$ cat config.mk
export PLATFORM = sky130hd
export DESIGN_NAME = ddr_read_capture_flat
export DESIGN_NICKNAME = d
export VERILOG_FILES = /design/src/rtl/ddr_read_capture_if.sv /design/src/rtl/ddr_read_capture.sv /design/src/flat_wrapper.sv
export SDC_FILE = /design/constraint.sdc
export NUM_CORES = 1
export LEC_CHECK = 0
export CAP_MARGIN = 20
export CORE_MARGIN = 2
export CORE_UTILIZATION = 36
export CTS_CLUSTER_DIAMETER = 100
export DETAILED_ROUTE_END_ITERATION = 10
export HOLD_SLACK_MARGIN = 0.05
export PLACE_DENSITY_LB_ADDON = 0.12
export SYNTH_ARGS = -nofsm -noshare
export SYNTH_HDL_FRONTEND = slang
export SYNTH_SLANG_ARGS = --single-unit
$ cat constraint.sdc
create_clock -name clock_t -period 9.3 [get_ports clock_t]
set_clock_uncertainty 0.2 [all_clocks]
set_input_delay 2.79 -clock clock_t [delete_from_list [all_inputs] [get_ports clock_t]]
set_output_delay 2.79 -clock clock_t [all_outputs]
set_load 0.05 [all_outputs]
$ cat src/rtl/ddr_read_capture_if.sv
// Pin-side and read-return signals of the DDR read capture block.
// The controller/bench drives through master; the capture block uses slave.
interface ddr_read_capture_if;
  logic        rd_cmd;
  logic        rd_bc4;
  logic [5:0]  rd_delay;
  logic [1:0]  preamble;
  logic        dqs_t;
  logic [7:0]  dq_rise;
  logic [7:0]  dq_fall;
  logic [63:0] rdata;
  logic        rdata_valid;
  logic        rdata_bc4;
  logic        preamble_err;
  logic        rd_overflow;
  logic        rd_collision;
  logic        busy;

  modport master (
    output rd_cmd, rd_bc4, rd_delay, preamble, dqs_t, dq_rise, dq_fall,
    input  rdata, rdata_valid, rdata_bc4, preamble_err, rd_overflow,
           rd_collision, busy
  );

  modport slave (
    input  rd_cmd, rd_bc4, rd_delay, preamble, dqs_t, dq_rise, dq_fall,
    output rdata, rdata_valid, rdata_bc4, preamble_err, rd_overflow,
           rd_collision, busy
  );
endinterface

$ cat src/rtl/ddr_read_capture.sv
// Captures DQ beat pairs returned after each READ CAS, rebuilds the 64-bit burst,
// tracks outstanding reads against read latency and flags protocol errors.
module ddr_read_capture #(
  parameter int DEPTH = 4,
  parameter int CNT_W = 8
) (
  input  logic               clock_t,
  input  logic               reset_n,
  ddr_read_capture_if.slave  bus
);

  localparam int AW = (DEPTH > 1) ? $clog2(DEPTH) : 1;
  localparam logic [AW:0] FULL_LVL = DEPTH[AW:0];

  typedef enum logic {IDLE, CAPTURE} state_e;

  logic [CNT_W-1:0] cnt_q;
  logic [CNT_W-1:0] due_mem [DEPTH];
  logic             bc4_mem [DEPTH];
  logic [AW-1:0]    wr_ptr_q, rd_ptr_q;
  logic [AW:0]      fill_q;

  state_e      state_q, state_d;
  logic [1:0]  beat_q, beat_d;
  logic        cur_bc4_q, cur_bc4_d;
  logic [63:0] asm_q, asm_d, merged;
  logic [63:0] rdata_q, rdata_d;
  logic        rdata_bc4_q, rdata_bc4_d;
  logic        valid_q, valid_d;
  logic        coll_q, coll_d;
  logic        pre_err_q, ovf_q;

  logic             empty, full, due_hit, push, pop;
  logic             last_pair, pre_window, in_data, head_bc4;
  logic [CNT_W-1:0] head_due, lead;
  logic [15:0]      pair;

  // ---------------------------------------------------------------------------
  // Outstanding-read queue, keyed by the cycle stamp at which beat 0 is due.
  // Every head entry is popped exactly at its due cycle: start, seamless or drop.
  // ---------------------------------------------------------------------------
  assign empty    = (fill_q == '0);
  assign full     = (fill_q == FULL_LVL);
  assign head_due = due_mem[rd_ptr_q];
  assign head_bc4 = bc4_mem[rd_ptr_q];
  assign due_hit  = !empty && (cnt_q == head_due);
  assign pop      = due_hit;
  assign push     = bus.rd_cmd && (!full || pop);

  // Modular distance to the head's first beat; only tiny values are meaningful.
  assign lead       = head_due - cnt_q;
  assign pre_window = !empty && (lead != '0) && (lead <= CNT_W'(bus.preamble));
  assign in_data    = (state_q == CAPTURE) || due_hit;

  assign last_pair = cur_bc4_q ? (beat_q == 2'd1) : (beat_q == 2'd3);
  assign pair      = {bus.dq_fall, bus.dq_rise};

  // NOTE: queue storage carries no reset; the pointers and fill level alone
  // define which entries are live, so stale contents are never observed.
  always_ff @(posedge clock_t) begin
    if (push) begin
      due_mem[wr_ptr_q] <= cnt_q + CNT_W'(bus.rd_delay);
      bc4_mem[wr_ptr_q] <= bus.rd_bc4;
    end
  end

  // NOTE: sequential state uses non-blocking assignments so every register
  // samples the pre-edge values of the others, independent of statement order.
  always_ff @(posedge clock_t or negedge reset_n) begin
    if (!reset_n) begin
      cnt_q    <= '0;
      wr_ptr_q <= '0;
      rd_ptr_q <= '0;
      fill_q   <= '0;
      ovf_q    <= 1'b0;
      pre_err_q <= 1'b0;
    end else begin
      cnt_q <= cnt_q + 1'b1;
      if (push) wr_ptr_q <= wr_ptr_q + 1'b1;
      if (pop)  rd_ptr_q <= rd_ptr_q + 1'b1;
      case ({push, pop})
        2'b10:   fill_q <= fill_q + 1'b1;
        2'b01:   fill_q <= fill_q - 1'b1;
        default: fill_q <= fill_q;
      endcase
      ovf_q     <= bus.rd_cmd && full && !pop;
      pre_err_q <= pre_window && !in_data && bus.dqs_t;
    end
  end

  // ---------------------------------------------------------------------------
  // Capture FSM: state register / next-state / datapath-and-output logic.
  // ---------------------------------------------------------------------------
  always_ff @(posedge clock_t or negedge reset_n) begin
    if (!reset_n) state_q <= IDLE;
    else          state_q <= state_d;
  end

  // NOTE: every combinational output gets a default first so no path leaves
  // it unassigned, which would otherwise infer a latch.
  always_comb begin
    state_d = state_q;
    case (state_q)
      IDLE:    if (due_hit) state_d = CAPTURE;
      CAPTURE: if (last_pair && !due_hit) state_d = IDLE;
      default: state_d = IDLE;
    endcase
  end

  // Current burst with this cycle's pair inserted; chopped bursts keep the top half zero.
  always_comb begin
    merged = asm_q;
    merged[{beat_q, 4'b0000} +: 16] = pair;
    if (cur_bc4_q) merged[63:32] = '0;
  end

  always_comb begin
    asm_d       = asm_q;
    beat_d      = beat_q;
    cur_bc4_d   = cur_bc4_q;
    rdata_d     = rdata_q;
    rdata_bc4_d = rdata_bc4_q;
    valid_d     = 1'b0;
    coll_d      = 1'b0;
    case (state_q)
      IDLE: begin
        if (due_hit) begin
          asm_d     = {48'h0, pair};
          beat_d    = 2'd1;
          cur_bc4_d = head_bc4;
        end
      end
      CAPTURE: begin
        if (last_pair) begin
          rdata_d     = merged;
          rdata_bc4_d = cur_bc4_q;
          valid_d     = 1'b1;
          if (due_hit) begin
            asm_d     = {48'h0, pair};
            beat_d    = 2'd1;
            cur_bc4_d = head_bc4;
          end
        end else begin
          asm_d  = merged;
          beat_d = beat_q + 2'd1;
          coll_d = due_hit;
        end
      end
      default: ;
    endcase
  end

  always_ff @(posedge clock_t or negedge reset_n) begin
    if (!reset_n) begin
      beat_q      <= 2'd0;
      cur_bc4_q   <= 1'b0;
      asm_q       <= '0;
      rdata_q     <= '0;
      rdata_bc4_q <= 1'b0;
      valid_q     <= 1'b0;
      coll_q      <= 1'b0;
    end else begin
      beat_q      <= beat_d;
      cur_bc4_q   <= cur_bc4_d;
      asm_q       <= asm_d;
      rdata_q     <= rdata_d;
      rdata_bc4_q <= rdata_bc4_d;
      valid_q     <= valid_d;
      coll_q      <= coll_d;
    end
  end

  assign bus.rdata        = rdata_q;
  assign bus.rdata_valid  = valid_q;
  assign bus.rdata_bc4    = rdata_bc4_q;
  assign bus.preamble_err = pre_err_q;
  assign bus.rd_overflow  = ovf_q;
  assign bus.rd_collision = coll_q;
  assign bus.busy         = !empty || (state_q == CAPTURE);

endmodule

$ cat src/flat_wrapper.sv
// flat-port wrapper written by rule: the top's interface ports become plain ports
module ddr_read_capture_flat 
#(
  parameter int DEPTH = 4,
  parameter int CNT_W = 8
)
  (clock_t, reset_n, bus_rd_cmd, bus_rd_bc4, bus_rd_delay, bus_preamble, bus_dqs_t, bus_dq_rise, bus_dq_fall, bus_rdata, bus_rdata_valid, bus_rdata_bc4, bus_preamble_err, bus_rd_overflow, bus_rd_collision, bus_busy);
  ddr_read_capture_if bus_i ();
  input  logic clock_t;
  input  logic reset_n;
  input wire logic [$bits(bus_i.rd_cmd)-1:0] bus_rd_cmd;
  input wire logic [$bits(bus_i.rd_bc4)-1:0] bus_rd_bc4;
  input wire logic [$bits(bus_i.rd_delay)-1:0] bus_rd_delay;
  input wire logic [$bits(bus_i.preamble)-1:0] bus_preamble;
  input wire logic [$bits(bus_i.dqs_t)-1:0] bus_dqs_t;
  input wire logic [$bits(bus_i.dq_rise)-1:0] bus_dq_rise;
  input wire logic [$bits(bus_i.dq_fall)-1:0] bus_dq_fall;
  output wire logic [$bits(bus_i.rdata)-1:0] bus_rdata;
  output wire logic [$bits(bus_i.rdata_valid)-1:0] bus_rdata_valid;
  output wire logic [$bits(bus_i.rdata_bc4)-1:0] bus_rdata_bc4;
  output wire logic [$bits(bus_i.preamble_err)-1:0] bus_preamble_err;
  output wire logic [$bits(bus_i.rd_overflow)-1:0] bus_rd_overflow;
  output wire logic [$bits(bus_i.rd_collision)-1:0] bus_rd_collision;
  output wire logic [$bits(bus_i.busy)-1:0] bus_busy;
  assign bus_i.rd_cmd = bus_rd_cmd;
  assign bus_i.rd_bc4 = bus_rd_bc4;
  assign bus_i.rd_delay = bus_rd_delay;
  assign bus_i.preamble = bus_preamble;
  assign bus_i.dqs_t = bus_dqs_t;
  assign bus_i.dq_rise = bus_dq_rise;
  assign bus_i.dq_fall = bus_dq_fall;
  assign bus_rdata = bus_i.rdata;
  assign bus_rdata_valid = bus_i.rdata_valid;
  assign bus_rdata_bc4 = bus_i.rdata_bc4;
  assign bus_preamble_err = bus_i.preamble_err;
  assign bus_rd_overflow = bus_i.rd_overflow;
  assign bus_rd_collision = bus_i.rd_collision;
  assign bus_busy = bus_i.busy;
  ddr_read_capture #(.DEPTH(DEPTH), .CNT_W(CNT_W)) u_core (.clock_t(clock_t), .reset_n(reset_n), .bus(bus_i));
endmodule
==> summary.txt, run 1 <==
Global routing
  – GRT overflow: 0
  – Largest net degree at the start of global routing: 92
  – Vias in the first global route: 6032
  – First-pass GRT wire length: 34.0 mm
  – Initial antenna violation count: 0
  – Total track usage: 0.177

Layout
  – Most frequent cells in the layout: dfrtp_1, nand2_1, clkdlybuf4s50_1
  – # nets final: 935
  – Register Area: 4880 sq um
  – Post-layout util: 0.445
  – Area of the multi-input gates: 3440 sq um
  – Most common cell after layout, fill and taps aside: dfrtp_1
  – Layout fillers: approximately 2300
  – # diodes: 0
  – Layout cells sized above 1: 0.0674
  – Area grow syn2layout: 21.5%

Clocking
  – Post_cts resized: 0
  – Clk root buf: clkbuf_16
  – Num CTS Buffers: 17
  – Hold Buf Count CTS: 0
  – Skew-Pair Late Insertion Delay: 430 ps
  – Clock sink total: 188
  – Post-CTS Setup Bufs: 0
  – H-Tree Depth: 4
  – CTS clock-pin slew for the worst setup and hold paths: 70 ps
  – Clock tree buffer depth: 2
  – CTS tree: yes

Pwr
  – Pwr/cell area: 298 nW/um^2
  – VDD IR max: approximately 0.00015 V
  – Total Power: 3110 uW
  – Pleak: 0.00457 uW

Setup path
  – R2r setup slk: around 5000 ps
  – Worst Path Arrival: 2040 ps
  – Setup CP Type: register to output port
  – Worst Setup End Kind: output port
  – Worst Path Max Fanout: 4
  – CP Launch Type: register
  – Critical Path RT: 6310 ps

Timing
  – Slew HR: 0.372
  – Total negative slack: 0 ps
  – Period minus WS final: just over 5000 ps
  – Tcrit/Tclk final: 0.541
  – Unrepaired setup endpoints after global routing: no
  – Final WS setup: 4270 ps
  – Worst Tran Pin Value: about 940 ps
  – Peak Freq: 199 MHz
  – Final Hold Viols: 0
  – Endpoints failing setup: 0
  – Final Max Tran Viols: 0
  – Hold Slack: 278 ps

Detailed routing
  – 1st-iter DRT viols: roughly 380
  – Routed Antenna Nets: 0
  – DR vias: 6040
  – WL/cell: around 17 microns
  – WL final: 21.2 mm
  – Vias/cell: roughly 5.0
  – DRC: 0
  – Router iterations before antenna repair: 5

Yosys
  – Main synth FF type: dfrtp_1
  – Post-synth ARST share: 0.809
  – Mean Syn Cell Area: 10.8 sq um
  – EDFF count, synth: 36
  – Yosys cell types: 47
  – Sequential share of the synthesized area: 0.569
  – Synth Warn #: 0
  – Number of synthesized register bits: 188
  – Synthesized area: 8590 sq um
  – Mapped Nets: 853
  – Cells after synthesis: around 800

Min path
  – Hold crit path type: register to register

Place
  – IO buf count: 98
  – Dpl ws: 4130 ps
  – GP Congestion: 0.735
  – Dpl hpwl: about 14 mm

Outcome
  – Status: finished, final reports clean

Floorplan
  – Initial Utilization: 0.366
  – FP Rows: 56
  – Die area: 25100 sq um
  – Die width: about 160 microns
  – Boundary Pins: 99
  – Core Box Area: 23500 sq um
  – Die height: 158 microns

Flow run
  – Max Cap Viol: 0
synth_stat cells (2+ instances only):
cell	n	area, sq um
nor2_1	40	150
a22oi_1	2	15.0
dfrtp_1	152	3800
o21ai_0	38	190
o21a_1	3	22.5
inv_1	22	82.6
nand2b_1	3	18.8
buf_1	4	15.0
a211oi_1	2	15.0
buf_2	8	40.0
xnor2_1	13	114
nor3b_1	3	22.5
edfxtp_1	36	1080
nand4_1	2	12.5
mux4_2	9	203
o31ai_1	3	22.5
a21boi_0	2	15.0
nor2b_1	66	413
a21o_1	2	15.0
nor4_1	4	25.0
fa_1	3	60.1
a22o_1	63	552
mux2_2	2	22.5
nor3_1	5	25.0
clkbuf_1	26	97.6
a21oi_1	75	375
ha_1	26	325
nand2_1	144	541
and3_1	2	12.5
nand3_1	6	30.0
and2_1	6	37.5
buf_6	3	33.8
xor2_1	4	35.0
mux2i_1	3	30.0
metrics by stage:
stage / cells / cell area (sq um)
global route: 1209 / 10400
global placement: 1176 / 9850
finish: 1209 / 10400
detailed placement: 1176 / 9850
floorplan: 795 / 8590
CTS: 1208 / 10400
critical path: stages (launching register included):
cell and delay [ps]:
dfrtp_1 400, nor3_1 360, nand2b_1 120, clkdlybuf4s50_1 730
final cells by class:
cell class | instances | area share
clock buffers | 21 | 0.0432
inverters | 23 | 0.00875
flip-flops and latches | 188 | 0.468
repair buffers | 105 | 0.101
multi-input cells | 542 | 0.330
clock inverters | 11 | 0.0106
well taps | 319 | 0.0382
layer usage:
layer  global-route usage  routed length, microns  vias to the layer above  share of wire
met3               0.0283                    1120                       14          0.053
met2                0.245                    8840                      145           0.42
li1                     -                       -                     2931              -
met5                    0                       0                        -              0
met1                0.282                   11000                     2950           0.52
met4               0.0489                     235                        0          0.011
where the power goes:
part | internal [uW] | switching (uW) | total, uW
Sequential | 1050 | 122 | 1170
Clock | 381 | 322 | 703
Combinational | 427 | 807 | 1230
final timing paths:
check / start / to / depth (start not counted)
setup / recovery: u_core.fill_q[0] / bus_busy / 3
hold / removal: u_core.bus.rdata[61] / u_core.bus.rdata[61] / 2
setup reg to reg: u_core.rd_ptr_q[0] / u_core.fill_q[2] / 10
hold reg to reg: u_core.bus.rdata[61] / u_core.bus.rdata[61] / 2
max in group asynchronous: reset_n / u_core.asm_q[16] / 2
min in group asynchronous: reset_n / u_core.bus.rdata[16] / 1
kinds of logic (layout without fill, tap and decap cells):
kind of cell | count (synthesis) | in the layout | synth area share
simple gates | 286 | 286 | 0.156
fa+ha+maj | 29 | 29 | 0.0449
flops | 188 | 188 | 0.569
mux | 14 | 14 | 0.0297
buf+inv | 65 | 160 | 0.0332
compound gates | 195 | 195 | 0.148
xor+xnor | 18 | 18 | 0.0192
registers in the layout (all words and copies together), names as in the netlist, 2 cells and up:
| signal | cells |
|---|---|
| u_core.due_mem | 32 |
| u_core.wr_ptr_q | 2 |
| u_core.beat_q | 2 |
| u_core.fill_q | 3 |
| u_core.rd_ptr_q | 2 |
| u_core.bus.rdata | 64 |
| u_core.asm_q | 64 |
| u_core.cnt_q | 8 |
| u_core.bc4_mem | 4 |
No activity file was read; power rests on OpenSTA's default activity.
==> inputs of run 2 (changes only) <==
==> constraint.sdc (replaced) <==
create_clock -name clock_t -period 4.1 [get_ports clock_t]
set_clock_uncertainty 0.2 [all_clocks]
set_input_delay 1.23 -clock clock_t [delete_from_list [all_inputs] [get_ports clock_t]]
set_output_delay 1.23 -clock clock_t [all_outputs]
set_load 0.05 [all_outputs]
==> run 2 against run 1 <==
Cell count is 0.66% higher; power is 130% higher; utilization is 0.60 points higher; flip-flop and latch count stayed put; setup slack worse by 3900 ps; critical path type is now register to register; critical endpoint is now u_core.due_mem[0][4].
==> summary.txt, run 2 (synthesized netlist as in run 1, its figures left out) <==
Place
  – Dpl hpwl: 14.6 mm (+4.1%)
  – IO buf count: 98 (unchanged)
  – GP Congestion: 0.774 (+5.2%)

Pwr
  – Sw frac: 0.390 (-0.0129)
  – VDD IR max: 0.000337 V (+120%)
  – Combinational share of power: 0.386 (-0.011)
  – Pleak: 0.00466 uW (+1.9%)
  – Pwr/cell area: 686 nW/um^2 (+130%)
  – Share of power burned in the clock network: 0.248 (+0.022)
  – Switch Pwr: 2830 uW (+130%)
  – Internal: 4430 uW (+140%)
  – Sequential power share: 0.366 (-0.011)

Detailed routing
  – WL/cell: 17.5 microns (+0.18%)
  – WL final: 21.3 mm (+0.84%)
  – DRC: 0 (unchanged)
  – Vias/cell: 4.95 (-0.90%)
  – 1st-iter DRT viols: 353 (-6.1%)
  – Routed Antenna Nets: 0 (unchanged)
  – Router iterations before antenna repair: 5 (unchanged)
  – DR vias: 6025 (-0.25%)

Timing
  – Period minus WS final: 3760 ps
  – Slew HR: 0.407 (+0.0347)
  – Unrepaired setup endpoints after global routing: no
  – Peak Freq: 266 MHz
  – Total negative slack: 0 ps (unchanged)
  – Tcrit/Tclk final: 0.917
  – Endpoints failing setup: 0 (unchanged)
  – Final Hold Viols: 0 (unchanged)
  – Final Max Tran Viols: 0 (unchanged)
  – Worst Tran Pin Value: 889 ps (-49.0 ps)

Global routing
  – Vias in the first global route: 5842 (-3.1%)
  – First-pass GRT wire length: 33.9 mm (-0.20%)
  – Initial antenna violation count: 0 (unchanged)
  – Largest net degree at the start of global routing: 76 (-17%)
  – Total track usage: 0.178 (+0.00148)
  – GRT overflow: 0 (unchanged)

Clocking
  – CTS tree: yes
  – Post-CTS Setup Bufs: 0 (unchanged)
  – H-Tree Depth: 4 (unchanged)
  – Clk root buf: clkbuf_16
  – Post_cts resized: 0 (unchanged)
  – Clock sink total: 188 (unchanged)
  – Num CTS Buffers: 17 (unchanged)
  – Skew-Pair Late Insertion Delay: 430 ps (about the same)
  – Clock tree buffer depth: 2 (unchanged)
  – CTS clock-pin slew for the worst setup and hold paths: 70 ps (about the same)
  – Hold Buf Count CTS: 0 (unchanged)

Floorplan
  – Die width: 158 microns (unchanged)
  – Die area: 25100 sq um (unchanged)
  – Core Box Area: 23500 sq um (unchanged)
  – Boundary Pins: 99 (unchanged)
  – FP Rows: 56 (unchanged)
  – Initial Utilization: 0.366 (unchanged)
  – Die height: 158 microns (unchanged)

Setup path
  – Worst Setup End Kind: register
  – Setup CP Type: register to register
  – Worst Path Arrival: 3630 ps (+1590 ps)
  – Critical Path RT: 3970 ps (-2340 ps)
  – Worst Path Max Fanout: 9 (+5)
  – CP Launch Type: register

Layout
  – Layout fillers: 2178 (-3.2%)
  – # diodes: 0 (unchanged)
  – Post-layout util: 0.451 (+0.00597)
  – # nets final: 943 (+0.86%)
  – Area grow syn2layout: 23.2%
  – Most common cell after layout, fill and taps aside: dfrtp_1
  – Layout cells sized above 1: 0.0768 (+0.00942)
  – Most frequent cells in the layout: dfrtp_1, nand2_1, clkdlybuf4s50_1

Outcome
  – Status: finished, final reports clean

Min path
  – Hold crit path type: register to register

Flow run
  – Max Cap Viol: 0 (unchanged)
-- run 2: cell count changes in the layout (fill, tap and decap cells not counted), sizes merged --
cell,previous run,this run
clkbuf,21,23
inv,26,27
buf,8,16
bufinv,1,3
clkinvlp,1,0
clkinv,6,2
-- run 2: worst max-delay path, cell delays in order (launching register included) --
cell and delay (ps):
dfrtp_1 640, mux4_2 560, ha_1 370, nand2_1 90, nor4_1 360, and2_1 250
buf_4 180, o21a_1 290, and2_1 460
-- run 2: layout make-up --
type | instances | area, sq um | area share
well taps | 319 | 399 | 0.0377
flip-flops and latches | 188 | 4880 | 0.462
clock buffers | 23 | 503 | 0.0476
repair buffers | 113 | 1120 | 0.106
clock inverters | 9 | 143 | 0.0135
multi-input cells | 542 | 3430 | 0.325
inverters | 23 | 91.3 | 0.00864
-- run 2: final timing paths --
check | from | to | slack [ps] | depth (start not counted)
worst max-delay path | u_core.rd_ptr_q[0] | u_core.due_mem[0][4] | 340 | 8
worst min-delay path | u_core.bus.rdata[13] | u_core.bus.rdata[13] | 280 | 2
worst max register to register | u_core.rd_ptr_q[0] | u_core.due_mem[0][4] | 340 | 8
worst min register to register | u_core.bus.rdata[13] | u_core.bus.rdata[13] | 280 | 2
max in group asynchronous | reset_n | u_core.bus.rdata[49] | 2440 | 2
min in group asynchronous | reset_n | u_core.bus.rd_collision | 580 | 1
-- run 2: per-layer routing --
metal / vias up / routed length, microns / GRT usage
met2: 140 / 8780 / 0.241
met4: 0 / 191 / 0.0386
met5: - / 0 / 0
met3: 11 / 902 / 0.0362
met1: 2944 / 11500 / 0.289
li1: 2930 / - / -
-- run 2: power by group through the flow --
stage | sequential (uW) | combinational [uW] | clock, uW
finish | 2650 | 2800 | 1800
global route | 2710 | 3040 | 1920
CTS | 2650 | 2830 | 1840
detailed placement | 2680 | 2820 | 0
global placement | 2690 | 2810 | 0
floorplan | 3420 | 1140 | 0
-- run 2: through the flow --
stage / hold slack, ps / instance area, sq um / power, uW / setup WS, ps / cells
floorplan: 241 / 8590 / 4560 / 335 / 795
global placement: 256 / 9930 / 5510 / 434 / 1185
detailed placement: 261 / 9930 / 5510 / 316 / 1185
CTS: 284 / 10600 / 7330 / 296 / 1217
global route: 300 / 10600 / 7670 / 4.01 / 1217
finish: 277 / 10600 / 7260 / 339 / 1217
==> inputs of run 3 (changes only) <==
--- a/config.mk
+++ b/config.mk
@@ -12,6 +12,7 @@
 export DETAILED_ROUTE_END_ITERATION = 10
 export HOLD_SLACK_MARGIN = 0.05
 export PLACE_DENSITY_LB_ADDON = 0.12
+export RECOVER_POWER = 50
 export SYNTH_ARGS = -nofsm -noshare
 export SYNTH_HDL_FRONTEND = slang
 export SYNTH_SLANG_ARGS = --single-unit
==> run 3 against run 2 <==
The flow now finishes with violations (max-capacitance violations, max-slew violations); via count increased by 0.12%; die area unchanged; setup slack got worse by 9.6 ps; maximum frequency decreased by 0.25%; largest power group unchanged; highest routed layer unchanged.
==> summary.txt, run 3 (synthesized netlist as in run 1, its figures left out) <==
Global routing
  – Total track usage: 0.178 (unchanged)
  – GRT met1 Usage: 0.289 (unchanged)
  – Vias in the first global route: 5842 (unchanged)
  – Initial antenna violation count: 0 (unchanged)
  – First-pass GRT wire length: 33.9 mm (unchanged)
  – Met2 usage: 0.241 (unchanged)
  – Grt peak-use layer: met1
  – Largest net degree at the start of global routing: 76 (unchanged)
  – GR Util met3: 0.0362 (unchanged)
  – GRT overflow: 0 (unchanged)

Pwr
  – Pleak: 0.00464 uW (-0.36%)
  – VDD IR max: 0.000337 V (-0.20%)
  – Total Power: 7240 uW (-0.24%)
  – Pwr/cell area: 688 nW/um^2 (+0.28%)

Timing
  – Peak Freq: 265 MHz (-0.25%)
  – Tcrit/Tclk final: 0.920 (+0.00233)
  – Slew HR: -0.0436 (-0.450)
  – Final Hold Viols: 0 (unchanged)
  – Period minus WS final: 3770 ps (+9.55 ps)
  – Final Max Tran Viols: 60 (+60)
  – Worst Tran Pin Value: 1570 ps (+676 ps)
  – Total negative slack: 0 ps (unchanged)
  – Endpoints failing setup: 0 (unchanged)
  – Unrepaired setup endpoints after global routing: no

Layout
  – # diodes: 0 (unchanged)
  – # nets final: 943 (unchanged)
  – Area grow syn2layout: 22.5%
  – Most common cell after layout, fill and taps aside: dfrtp_1
  – Most frequent cells in the layout: dfrtp_1, nand2_1, clkdlybuf4s50_1
  – Layout cells sized above 1: 0.0746 (-0.00223)

Detailed routing
  – DR vias: 6032 (+0.12%)
  – Vias/cell: 4.96 (+0.12%)
  – DRC: 0 (unchanged)
  – Router iterations before antenna repair: 5 (unchanged)
  – WL/cell: 17.6 microns (+0.25%)
  – 1st-iter DRT viols: 377 (+6.8%)
  – Routed Antenna Nets: 0 (unchanged)
  – WL final: 21.4 mm (+0.25%)

Floorplan
  – Die area: 25100 sq um (unchanged)
  – Boundary Pins: 99 (unchanged)
  – Core Box Area: 23500 sq um (unchanged)
  – FP Rows: 56 (unchanged)
  – Die width: 158 microns (unchanged)
  – Die height: 158 microns (unchanged)
  – Initial Utilization: 0.366 (unchanged)

Place
  – IO buf count: 98 (unchanged)
  – GP Congestion: 0.774 (unchanged)
  – Dpl hpwl: 14.6 mm (unchanged)

Clocking
  – H-Tree Depth: 4 (unchanged)
  – Post-CTS Setup Bufs: 0 (unchanged)
  – Clock sink total: 188 (unchanged)
  – CTS clock-pin slew for the worst setup and hold paths: 70 ps (about the same)
  – Num CTS Buffers: 17 (unchanged)
  – Skew-Pair Late Insertion Delay: 430 ps (about the same)
  – Hold Buf Count CTS: 0 (unchanged)
  – Clk root buf: clkbuf_16
  – CTS tree: yes
  – Clock tree buffer depth: 2 (unchanged)
  – Post_cts resized: 0 (unchanged)

Setup path
  – Worst Path Max Fanout: 9 (unchanged)
  – Setup CP Type: register to register
  – Crit-path most repeated cell: and2_1
  – Critical Path RT: 3970 ps (about the same)
  – Slowest stage delay, CP: 630 ps (about the same)
  – CP Launch Type: register
  – Slowest stage cell, crit path: dfrtp_1
  – Worst Setup End Kind: register
  – R2R depth: 8 (unchanged)
  – Worst Path Arrival: 3640 ps (about the same)
  – Cells along the critical path: mux4_2 -> ha_1 -> nand2_1 -> nor4_1 -> and2_1 -> buf_4 -> o21a_1 -> and2_1

Min path
  – Worst hold path depth: 2 (unchanged)
  – Hold crit path type: register to register

Outcome
  – Failing checks: max-capacitance violations, max-slew violations
  – Status: finished, violations left

Flow run
  – Max Cap Viol: 1 (+1)
==> run 3: power by group <==
group	internal, uW	switching (uW)
combinational	975	1810
sequential	2380	270
clock	1070	734
==> run 3: through the flow <==
stage / cell area [sq um] / utilization / hold slack [ps] / std cells / worst slack [ps]
final: 10500 / 0.448 / 277 / 1217 / 329
after global routing: 10500 / 0.448 / 300 / 1217 / 4.01
after CTS: 10600 / 0.451 / 284 / 1217 / 296
after detailed placement: 9930 / 0.423 / 261 / 1185 / 316
after global placement: 9930 / 0.423 / 256 / 1185 / 434
after floorplan: 8590 / - / 241 / 795 / 335
==> run 3: routing by layer <==
layer / routed length [microns] / vias to the layer above
met4: 176 / 0
met2: 8910 / 137
met1: 11400 / 2956
li1: - / 2929
met3: 884 / 10
met5: 0 / -
==> run 3: critical path: cells and delay by family, from the launching register on <==
kind            cells  cell delay (ps)
compound gates      1              290
buf+inv             1              180
flops               1              630
simple gates        4             1170
mux                 1              560
fa+ha+maj           1              370
==> run 3: worst paths after layout <==
| kind | from | endpoint | slack (ps) |
|---|---|---|---|
| max reg2reg | u_core.rd_ptr_q[0] | u_core.due_mem[0][4] | 330 |
| min | u_core.bus.rdata[13] | u_core.bus.rdata[13] | 280 |
| min in group asynchronous | reset_n | u_core.bus.rd_collision | 990 |
| max in group asynchronous | reset_n | u_core.bus.rdata[62] | 770 |
| min reg2reg | u_core.bus.rdata[13] | u_core.bus.rdata[13] | 280 |
| max | u_core.rd_ptr_q[0] | u_core.due_mem[0][4] | 330 |
==> run 3: layout make-up <==
cell class / count / area, sq um
Fill cell: 2187 / 13000
Clock buffer: 23 / 503
Inverter: 23 / 91.3
Clock inverter: 9 / 143
Tap cell: 319 / 399
Timing Repair Buffer: 113 / 1080
Multi-Input combinational cell: 542 / 3420
Sequential cell: 188 / 4880
